===== src/rtl/id_scoreboard.sv =====
// id_scoreboard: per-register pending-write scoreboard with RAW/WAW issue gating and writeback forwarding
module id_scoreboard #(
    parameter int DATA_WIDTH     = 32,
    parameter int REG_ADDR_WIDTH = 5,
    parameter int NUM_SRC        = 3,
    parameter int NUM_WB         = 2,
    parameter int CNT_WIDTH      = 2
) (
    input  logic                                clk,
    input  logic                                rst,
    input  logic                                flush_i,
    input  logic                                issue_valid_i,
    output logic                                issue_ready_o,
    input  logic                                issue_rd_we_i,
    input  logic [REG_ADDR_WIDTH-1:0]           issue_rd_i,
    input  logic [NUM_SRC-1:0]                  issue_src_used_i,
    input  logic [NUM_SRC*REG_ADDR_WIDTH-1:0]   issue_src_addr_i,
    input  logic [NUM_SRC*DATA_WIDTH-1:0]       rf_data_i,
    output logic [NUM_SRC*DATA_WIDTH-1:0]       src_data_o,
    input  logic [NUM_WB-1:0]                   wb_valid_i,
    input  logic [NUM_WB*REG_ADDR_WIDTH-1:0]    wb_addr_i,
    input  logic [NUM_WB*DATA_WIDTH-1:0]        wb_data_i,
    output logic [REG_ADDR_WIDTH+CNT_WIDTH-1:0] outstanding_o,
    output logic                                err_o
);
    localparam int RAW  = REG_ADDR_WIDTH;
    localparam int DW   = DATA_WIDTH;
    localparam int NREG = 2 ** RAW;
    localparam int OW   = RAW + CNT_WIDTH;
    localparam int HB   = $clog2(NUM_WB + 1);
    localparam int CW   = (CNT_WIDTH > HB) ? CNT_WIDTH : HB;
    localparam logic [CNT_WIDTH-1:0] CMAX = '1;

    logic [CNT_WIDTH-1:0] r_cnt [NREG];
    logic [OW-1:0]        r_outstanding;
    logic                 r_err;
    logic [CW-1:0]        w_hits [NREG];
    logic [CNT_WIDTH-1:0] w_next [NREG];
    logic [OW-1:0]        w_total;
    logic                 w_err_set;
    logic                 w_hazard;
    logic                 w_acc;

    assign w_acc         = issue_valid_i & issue_ready_o;
    assign outstanding_o = r_outstanding;
    assign err_o         = r_err;

    // Count how many writeback ports retire each register this cycle (r0 never counted)
    always_comb begin
        for (int r = 0; r < NREG; r++) w_hits[r] = '0;
        for (int r = 1; r < NREG; r++)
            for (int j = 0; j < NUM_WB; j++)
                w_hits[r] = w_hits[r] + CW'(wb_valid_i[j] && wb_addr_i[j*RAW+:RAW] == RAW'(r));
    end

    // Issue gate: RAW hazard on any used source not cleared by same-cycle retirement, or WAW saturation
    always_comb begin
        w_hazard = 1'b0;
        for (int k = 0; k < NUM_SRC; k++) begin
            logic [RAW-1:0] w_a;
            w_a = issue_src_addr_i[k*RAW+:RAW];
            if (issue_src_used_i[k] && w_a != '0 && CW'(r_cnt[w_a]) > w_hits[w_a]) w_hazard = 1'b1;
        end
        issue_ready_o = ~rst & ~flush_i & ~w_hazard &
                        ~(issue_rd_we_i && issue_rd_i != '0 && r_cnt[issue_rd_i] == CMAX);
    end

    // Operand forwarding: highest-index matching writeback port wins, r0 always reads zero
    always_comb begin
        src_data_o = '0;
        for (int k = 0; k < NUM_SRC; k++) begin
            logic [RAW-1:0] w_a;
            w_a = issue_src_addr_i[k*RAW+:RAW];
            src_data_o[k*DW+:DW] = rf_data_i[k*DW+:DW];
            for (int j = 0; j < NUM_WB; j++)
                if (wb_valid_i[j] && wb_addr_i[j*RAW+:RAW] == w_a) src_data_o[k*DW+:DW] = wb_data_i[j*DW+:DW];
            if (w_a == '0) src_data_o[k*DW+:DW] = '0;
        end
    end

    // Next counter values: add accepted issue, subtract retirements, clamp at zero and flag over-retirement
    always_comb begin
        w_err_set = 1'b0;
        w_total   = '0;
        for (int r = 0; r < NREG; r++) begin
            logic [CW:0] w_sum;
            w_sum = (CW+1)'(r_cnt[r]) + (CW+1)'(w_acc && issue_rd_we_i && issue_rd_i == RAW'(r) && r != 0);
            if (CW'(r_cnt[r]) < w_hits[r]) w_err_set = 1'b1;
            w_next[r] = (w_sum < (CW+1)'(w_hits[r])) ? '0 : CNT_WIDTH'(w_sum - (CW+1)'(w_hits[r]));
            w_total   = w_total + OW'(w_next[r]);
        end
    end

    // State update: reset clears everything, flush drops pending writes but keeps the sticky error
    always_ff @(posedge clk) begin
        if (rst) begin
            for (int r = 0; r < NREG; r++) r_cnt[r] <= '0;
            r_outstanding <= '0;
            r_err         <= 1'b0;
        end else if (flush_i) begin
            for (int r = 0; r < NREG; r++) r_cnt[r] <= '0;
            r_outstanding <= '0;
        end else begin
            for (int r = 0; r < NREG; r++) r_cnt[r] <= w_next[r];
            r_outstanding <= w_total;
            r_err         <= r_err | w_err_set;
        end
    end
endmodule


===== config.mk =====
export PLATFORM = sky130hd
export DESIGN_NAME = id_scoreboard
export DESIGN_NICKNAME = d
export VERILOG_FILES = /design/src/rtl/id_scoreboard.sv
export SDC_FILE = /design/constraint.sdc
export NUM_CORES = 1
export LEC_CHECK = 0
export BUFFER_PORTS_ARGS = -buffer_cell sky130_fd_sc_hd__buf_2
export CORE_ASPECT_RATIO = 0.8
export CORE_UTILIZATION = 35
export CTS_CLUSTER_DIAMETER = 60
export DETAILED_ROUTE_END_ITERATION = 8
export HOLD_SLACK_MARGIN = 0.15
export SLEW_MARGIN = 20
export SYNTH_ARGS = -nofsm -noshare
export SYNTH_HDL_FRONTEND = slang
export SYNTH_SLANG_ARGS = --single-unit

===== constraint.sdc =====
create_clock -name clk -period 15.59 [get_ports clk]
set_input_delay 3.118 -clock clk [delete_from_list [all_inputs] [get_ports clk]]
set_output_delay 3.118 -clock clk [all_outputs]
set_load 0.005 [all_outputs]

==> results.sh, run 1 <==
export IMPL_post_synth_fa_ha_maj_area_fraction=0.256
export IMPL_report_final_hold_viol_count=0
export IMPL_core_region_area_sq_um=42400
export IMPL_dp_final_hpwl_um=49200
export IMPL_max_clock_path_buffers=2
export IMPL_fin_skew_ns=0.0141
export IMPL_grt_pass1_vias=13800
export IMPL_synth_area_leaders="mux4_2 18%, ha_1 14%, edfxtp_1 12%"
export IMPL_drt_drc_violations_left=0
export IMPL_grt_antenna_before_repair=16
export IMPL_detail_route_first_pass_iterations=7
export IMPL_power_leakage_nw=7.58
export IMPL_grt_remaining_overflow=0
export IMPL_power_frac_clock=0.170
export IMPL_setup_viol_count_final=0
export IMPL_wl_met2_um=26700
export IMPL_fp_dieArea_sq_um=44400
export IMPL_criticalPathCategory="in -> reg"
export IMPL_power_frac_comb=0.641
export IMPL_yosys_area_top_type_share=0.176
export IMPL_drv_max_cap_violation_count=0
export IMPL_cts_hold_buf=0
export IMPL_critPathMostFrequentCell="fa_1"
export IMPL_num_vias=14000
export IMPL_seqPwrFrac=0.189
export IMPL_cts_resized=0
export IMPL_worstPathArrival_ns=13.42
export IMPL_grt_start_max_net_pins=65
export IMPL_fmax_ghz=0.0757
export IMPL_met3RoutedLength_um=6530
export IMPL_final_period_utilization=0.847
export IMPL_utilization=0.415
export IMPL_global_route_wire_length_before_repair_um=89600
export IMPL_place_congestion=0.985
export IMPL_rsz_0062_raised_after_global_routing="no"
export IMPL_top_signal_layer_used="met5"
export IMPL_routed_wl_um=60200
export IMPL_cp_end_kind="flip-flop"
export IMPL_worst_voltage_drop_across_the_vdd_grid_mv=0.421
export IMPL_synth_cell_area_sq_um=15200
export IMPL_floorplan_die_height_um=189
export IMPL_yosysUniqueCellTypes=54
export IMPL_powerDensity_nw_per_um2=72.3
export IMPL_synth_avg_cell_area_sq_um=9.67
export IMPL_drtAntennaViolNets=0
export IMPL_htreeDepth=3
export IMPL_floorplan_io_pins=305
export IMPL_post_drt_via_cell_ratio=5.77
export IMPL_synth_top_flop_cell="edfxtp_1"
export IMPL_actual_slew_at_the_worst_max_slew_pin_ns=1.15
export IMPL_clock_root_buffer="clkbuf_16"
export IMPL_row_count=67
export IMPL_power_internal_uw=699
export IMPL_clock_latency_on_the_worst_skew_pair_ns=0.35
export IMPL_clkTransAtPathRegs_ns=0.08
export IMPL_num_cts_buffers=9
export IMPL_final_period_minus_worst_setup_slack_ns=13.20
export IMPL_max_slew_margin_rel=0.234
export IMPL_final_max_slew_viol_count=0
export IMPL_setup_tns_final_ns=0
export IMPL_post_synthesis_sequential_area_ratio=0.133
export IMPL_crit_fanout=16
export IMPL_port_buffers=304
export IMPL_number_of_enable_flip_flop_cells_after_synthesis=62
export IMPL_ys_warnings_count=0
export IMPL_switching_share=0.451
export IMPL_wl_per_instance_um=24.8
export IMPL_total_net_switching_power_uw=575
export IMPL_area_growth_syn_to_fin_pct=15.6
export IMPL_critPathSlowestCell="fa_1"
export IMPL_drtIter0Drc=1501
export IMPL_final_layout_size_suffix_gt1_frac=0.281
export IMPL_post_synth_top_area_cell="mux4_2"
export IMPL_synth_compound_area_frac=0.0882
export IMPL_grtUsageTotal=0.268
export IMPL_outcome="finished clean"
export IMPL_synth_simple_area_share=0.156
export IMPL_worst_path_largest_cell_delay_ns=0.58
export IMPL_yosys_area_share_xor_xnor=0.0374
export IMPL_cts_repair_timing_setup_buffer_count=0
export IMPL_main_combinational_cell_family_by_area_after_synthesis="multiplexers"
export IMPL_final_nets=2314
export IMPL_clock_sink_count=70
export IMPL_yosys_register_bits=70
export IMPL_async_reset_ff_frac=0
export IMPL_cts_tree="built"
export IMPL_drt_met1_wl_um=24800
export IMPL_critical_path_startpoint_type="primary input"
export IMPL_initial_core_util=0.359
export IMPL_die_width_um=235
export IMPL_synth_mux_area_frac=0.258
export IMPL_synth_cells=1575
export IMPL_critPathRequiredTime_ns=15.81
export IMPL_hold_class="reg -> reg"
==> metrics by stage <==
| stage | area, sq um | std cells | hold slack [ns] | setup WS, ns | total power [mW] |
|---|---|---|---|---|---|
| global placement | 17300 | 2396 | 0.456 | 2.17 | 1.07 |
| global route | 17600 | 2422 | 0.535 | 1.86 | 1.40 |
| finish | 17600 | 2423 | 0.476 | 2.39 | 1.27 |
| CTS | 17600 | 2412 | 0.485 | 2.42 | 1.30 |
| detailed placement | 17300 | 2396 | 0.472 | 2.10 | 1.07 |
| floorplan | 15500 | 1636 | 0.457 | 3.19 | 0.807 |
==> cells in the final DEF, fill, tap and decap left out, types with 3 or more instances in the layout <==
master and instances:
conb_1 62, buf_2 304, o21bai_1 3, and2_1 11
clkbuf_16 9, or2_2 22, o31ai_1 5, mux4_2 119
o21ai_0 11, and3_1 4, a211oi_1 96, nand2b_1 50
mux2i_1 104, nor3_2 20, nor2_1 240, ha_1 171
inv_1 155, nand3_1 12, and3_2 3, nand4_1 4
mux2_2 14, edfxtp_1 62, xnor2_1 33, or3_1 4
a21oi_1 58, dfxtp_1 8, nor3b_1 3, a21o_1 3
diode_2 11, nor2b_1 15, a22o_1 13, xor2_1 32
nor4_1 13, inv_6 5, buf_4 13, fa_1 88
nand3_2 3, nor3_1 19, nand2_1 44, a22oi_1 3
==> final timing paths <==
kind | startpoint | to | slack, ns | cells after the start
worst min-delay path | err_o$_SDFFE_PP0N_ | err_o$_SDFFE_PP0N_ | 0.48 | 2
worst max-delay path | wb_valid_i[1] | outstanding_o[5]$_SDFF_PN0_ | 2.39 | 41
worst max register to register | r_cnt[13][1]$_SDFFCE_PN0P_ | outstanding_o[5]$_SDFF_PN0_ | 5.51 | 35
worst min register to register | err_o$_SDFFE_PP0N_ | err_o$_SDFFE_PP0N_ | 0.48 | 2
==> power by group through the flow <==
stage	Combinational [mW]	Sequential, mW	Clock [mW]
CTS	0.838	0.239	0.219
floorplan	0.575	0.233	0
global route	0.939	0.241	0.226
finish	0.817	0.240	0.217
detailed placement	0.831	0.243	0
global placement	0.828	0.242	0
==> cell type report <==
type	instances	area (sq um)
Fill cell	4174	24800
Antenna cell	11	27.5
Timing Repair Buffer	317	1620
Clock inverter	7	66.3
Tap cell	552	691
Inverter	155	582
Sequential cell	70	2020
Multi-Input combinational cell	1302	12400
Clock buffer	9	225
==> synthesized netlist by cell type (2+ instances only) <==
cell,instances
o31ai_1,5
o21bai_1,3
buf_4,2
fa_1,88
nor2_1,241
and2_1,11
nand3_1,15
buf_6,4
a21o_1,3
mux2_2,14
nor3_1,19
mux2i_1,104
nand4_1,4
o211ai_1,2
o21ai_0,11
nor3_2,20
a22o_1,13
nor4_1,13
a211oi_1,96
nand2_1,44
mux4_2,119
a22oi_1,3
nor2b_1,15
nand2b_1,50
ha_1,171
buf_1,5
edfxtp_1,62
or2_2,22
and3_1,7
mux4_1,2
or4_4,2
dfxtp_1,8
or3_1,4
inv_1,155
nor3b_1,3
buf_2,44
clkbuf_1,54
a21oi_1,58
xnor2_1,33
xor2_1,32
==> registers in the layout, summed over array words and instances, names as in the netlist <==
| register | count |
|---|---|
| err_o | 1 |
| r_cnt | 62 |
| outstanding_o | 7 |
==> logic make-up (layout without fill, tap and decap cells) <==
| family | Yosys count | in the layout |
|---|---|---|
| fa+ha+maj | 259 | 259 |
| flops | 70 | 70 |
| mux | 239 | 239 |
| xor+xnor | 65 | 65 |
| compound gates | 199 | 199 |
| other cells | 1 | 73 |
| buf+inv | 264 | 488 |
| simple gates | 478 | 478 |
==> worst max-delay path: cells and delay by family <==
kind	cells	cell delay [ns]
compound gates	6	1.07
xor+xnor	1	0.17
fa+ha+maj	13	5.23
buf+inv	9	0.73
mux	3	1.03
simple gates	9	2.03
==> layer usage <==
layer / vias up / global-route usage
li1: 6133 / -
met5: - / 0
met4: 6 / 0.0918
met3: 112 / 0.0753
met1: 6925 / 0.362
met2: 801 / 0.411
(Power assumes the default switching activity.)
==> run 2: changes to the inputs <==
Settings changed: ABC_AREA from default to 1.
Clock period 15.59 ns to 11.5 ns, I/O delays scaled along.
==> run 2 against run 1 <==
Compared with the run above: critical path depth up 7; register-to-register slack got worse by 3.3 ns; combinational power up 60%; clock-buffer cell count grew 2; cell area rose by 22%; die area rose by 7.3%; routed wire length grew 36%; non-clock buffer count grew 292; via count grew 46%; power rose by 49%; clock power is 24% higher; critical path type unchanged.
==> results.sh, run 2 <==
export IMPL_outcome="finished clean"
export IMPL_cts_tree="built"
export IMPL_grt_remaining_overflow=0
export IMPL_ff_latch_area_sq_um=2020
export IMPL_criticalPathCategory="in -> reg"
export IMPL_synth_commonest_cells="466 x inv_1, 408 x nor2_1, 396 x nand2_1"
export IMPL_synth_area_leaders="ha_1 13%, edfxtp_1 11%, fa_1 11%"
export IMPL_yosysUniqueCellTypes=46
export IMPL_hold_class="reg -> reg"
export IMPL_die_width_um=244
export IMPL_grtUsageTotal=0.334
export IMPL_drtIter0Drc=2436
export IMPL_fin_ws_ns=0.169
export IMPL_routed_wl_um=81800
export IMPL_detail_route_first_pass_iterations=8
export IMPL_max_slew_margin_rel=0.262
export IMPL_utilization=0.468
export IMPL_min_delay_path_depth=2
export IMPL_final_common_cell="inv_1"
export IMPL_most_used_cells_in_the_layout_excluding_fill_and_tap_cells="453 x inv_1, 382 x nand2_1, 380 x nor2_1, 303 x o21ai_0, 302 x buf_2"
export IMPL_final_period_minus_worst_setup_slack_ns=11.33
export IMPL_synth_cell_area_sq_um=16400
export IMPL_post_synthesis_sequential_area_ratio=0.124
export IMPL_final_layout_size_suffix_gt1_frac=0.251
export IMPL_num_cts_buffers=9
export IMPL_whs_endpoint="err_o$_SDFFE_PP0N_"
export IMPL_critPathRequiredTime_ns=11.80
export IMPL_final_period_utilization=0.985
export IMPL_crit_reg2reg_launch="r_cnt[14][0]$_SDFFCE_PN0P_"
export IMPL_max_clock_path_buffers=2
export IMPL_worst_hold_launch="err_o$_SDFFE_PP0N_"
export IMPL_worst_voltage_drop_across_the_vdd_grid_mv=0.226
export IMPL_critPathMostFrequentCell="inv_1"
export IMPL_setup_viol_count_final=0
export IMPL_cts_hold_buf=0
export IMPL_core_region_area_sq_um=45900
export IMPL_synth_top_flop_cell="edfxtp_1"
export IMPL_report_final_hold_viol_count=0
export IMPL_wl_per_instance_um=21.6
export IMPL_yosys_register_bits=70
export IMPL_num_vias=20500
export IMPL_cp_end_kind="flip-flop"
export IMPL_busiest_layer="met1"
export IMPL_yosys_area_top_type_share=0.131
export IMPL_worst_case_reg_to_reg_path_depth=43
export IMPL_grt_pass1_vias=19100
export IMPL_clock_root_buffer="clkbuf_16"
export IMPL_use_met3=0.0856
export IMPL_drtAntennaViolNets=0
export IMPL_critical_path_startpoint_type="primary input"
export IMPL_htreeDepth=3
export IMPL_grt_antenna_before_repair=5
export IMPL_setup_tns_final_ns=0
export IMPL_largest_register_ff_count=62
export IMPL_num_fill_cells=4935
export IMPL_synth_avg_cell_area_sq_um=6.23
export IMPL_power_leakage_nw=11.0
export IMPL_clock_sink_count=70
export IMPL_initial_core_util=0.356
export IMPL_ys_warnings_count=0
export IMPL_post_synth_top_count_cell="inv_1"
export IMPL_drt_drc_violations_left=0
export IMPL_place_congestion=1.10
export IMPL_final_nets=3629
export IMPL_grtUsageMet2=0.484
export IMPL_worst_path_largest_cell_delay_ns=0.58
export IMPL_post_drt_via_cell_ratio=5.40
export IMPL_setup_reg_to_reg_worst_slack_ns=2.21
export IMPL_grt_start_max_net_pins=67
export IMPL_port_buffers=304
export IMPL_async_reset_ff_frac=0
export IMPL_floorplan_die_height_um=195
export IMPL_powerDensity_nw_per_um2=88.6
export IMPL_dp_final_hpwl_um=65200
export IMPL_register_with_the_most_flip_flops="r_cnt"
export IMPL_place_worst_setup_slack_ns=-0.491
export IMPL_p_total_mw=1.90
export IMPL_clock_latency_on_the_worst_skew_pair_ns=0.37
export IMPL_r2r_end="outstanding_o[5]$_SDFF_PN0_"
export IMPL_drv_max_cap_violation_count=0
export IMPL_fin_skew_ns=0.00799
export IMPL_clkTransAtPathRegs_ns=0.07
export IMPL_multi_input_area_sq_um=12600
export IMPL_final_max_slew_viol_count=0
export IMPL_number_of_enable_flip_flop_cells_after_synthesis=62
export IMPL_grt_util_met1=0.487
export IMPL_synth_cells=2628
export IMPL_post_synth_top_area_cell="ha_1"
export IMPL_actual_slew_at_the_worst_max_slew_pin_ns=1.10
export IMPL_fmax_ghz=0.0883
export IMPL_crit_fanout=6
export IMPL_fp_dieArea_sq_um=47600
export IMPL_row_count=70
export IMPL_critPathSlowestCell="fa_2"
export IMPL_worstPathArrival_ns=11.63
export IMPL_floorplan_io_pins=305
export IMPL_area_growth_syn_to_fin_pct=31.2
export IMPL_global_route_wire_length_before_repair_um=120000
run 2: changes by cell type in the layout (fill, tap and decap cells not counted), sizes merged, moves of 121 or more:
cell   change
nand2    +353
o21ai    +341
inv      +315
buf      +289
nor2     +200
mux4     -121
run 2: repair_timing:
action	4_1_cts	5_1_grt
pin swaps	0	43
endpoints found under the setup margin	1	5
resized for setup	4	151
buffers inserted	0	10
gates cloned	0	1
run 2: area by class of cell:
| cell class | count | area share |
|---|---|---|
| Multi-Input combinational cell | 2001 | 0.588 |
| Antenna cell | 3 | 0.000350 |
| Timing Repair Buffer | 609 | 0.186 |
| Inverter | 479 | 0.0839 |
| Sequential cell | 70 | 0.0942 |
| Clock buffer | 11 | 0.0108 |
| Clock inverter | 5 | 0.00122 |
| Tap cell | 612 | 0.0357 |
run 2: report_power, final:
part	internal (mW)	total, mW	leakage (nW)	switching [mW]
clock	0.144	0.269	0.118	0.125
sequential	0.296	0.320	0.705	0.0241
combinational	0.567	1.31	10.1	0.745
run 2: per-layer routing:
| metal | vias up | wire, um |
|---|---|---|
| li1 | 9565 | - |
| met1 | 9679 | 35900 |
| met2 | 1070 | 34600 |
| met3 | 146 | 9290 |
| met4 | 4 | 2070 |
| met5 | - | 22 |
run 2: metrics by stage:
stage,cells,cell area [sq um],hold slack (ns)
finish,3790,21500,0.449
global placement,3760,20600,0.438
detailed placement,3760,20600,0.437
CTS,3776,20800,0.452
floorplan,2689,16600,0.446
global route,3790,21500,0.498
run 2: cells by family (layout without fill, tap and decap cells):
family,Yosys count,in the layout,synth area share
buf+inv,618,1104,0.149
mux,1,1,0.000612
fa+ha+maj,259,259,0.238
flops,70,70,0.124
compound gates,665,665,0.229
other cells,1,65,0.000229
xor+xnor,10,10,0.00535
simple gates,1004,1004,0.253
run 2: worst max-delay path by stage:
stage                       from  slack, ns                          end
CTS                 wb_addr_i[6]      0.003  outstanding_o[5]$_SDFF_PN0_
floorplan           wb_addr_i[4]       0.84  outstanding_o[5]$_SDFF_PN0_
global route        wb_addr_i[7]      -0.06  outstanding_o[5]$_SDFF_PN0_
finish              wb_addr_i[5]       0.17  outstanding_o[5]$_SDFF_PN0_
detailed placement  wb_addr_i[1]      -0.49  outstanding_o[5]$_SDFF_PN0_
global placement    wb_addr_i[1]      -0.47  outstanding_o[5]$_SDFF_PN0_
run 2: worst max-delay path: cells and delay by family:
kind | cells | cell delay [ns]
compound gates | 8 | 1.01
fa+ha+maj | 13 | 5.30
buf+inv | 14 | 1.33
simple gates | 13 | 1.69
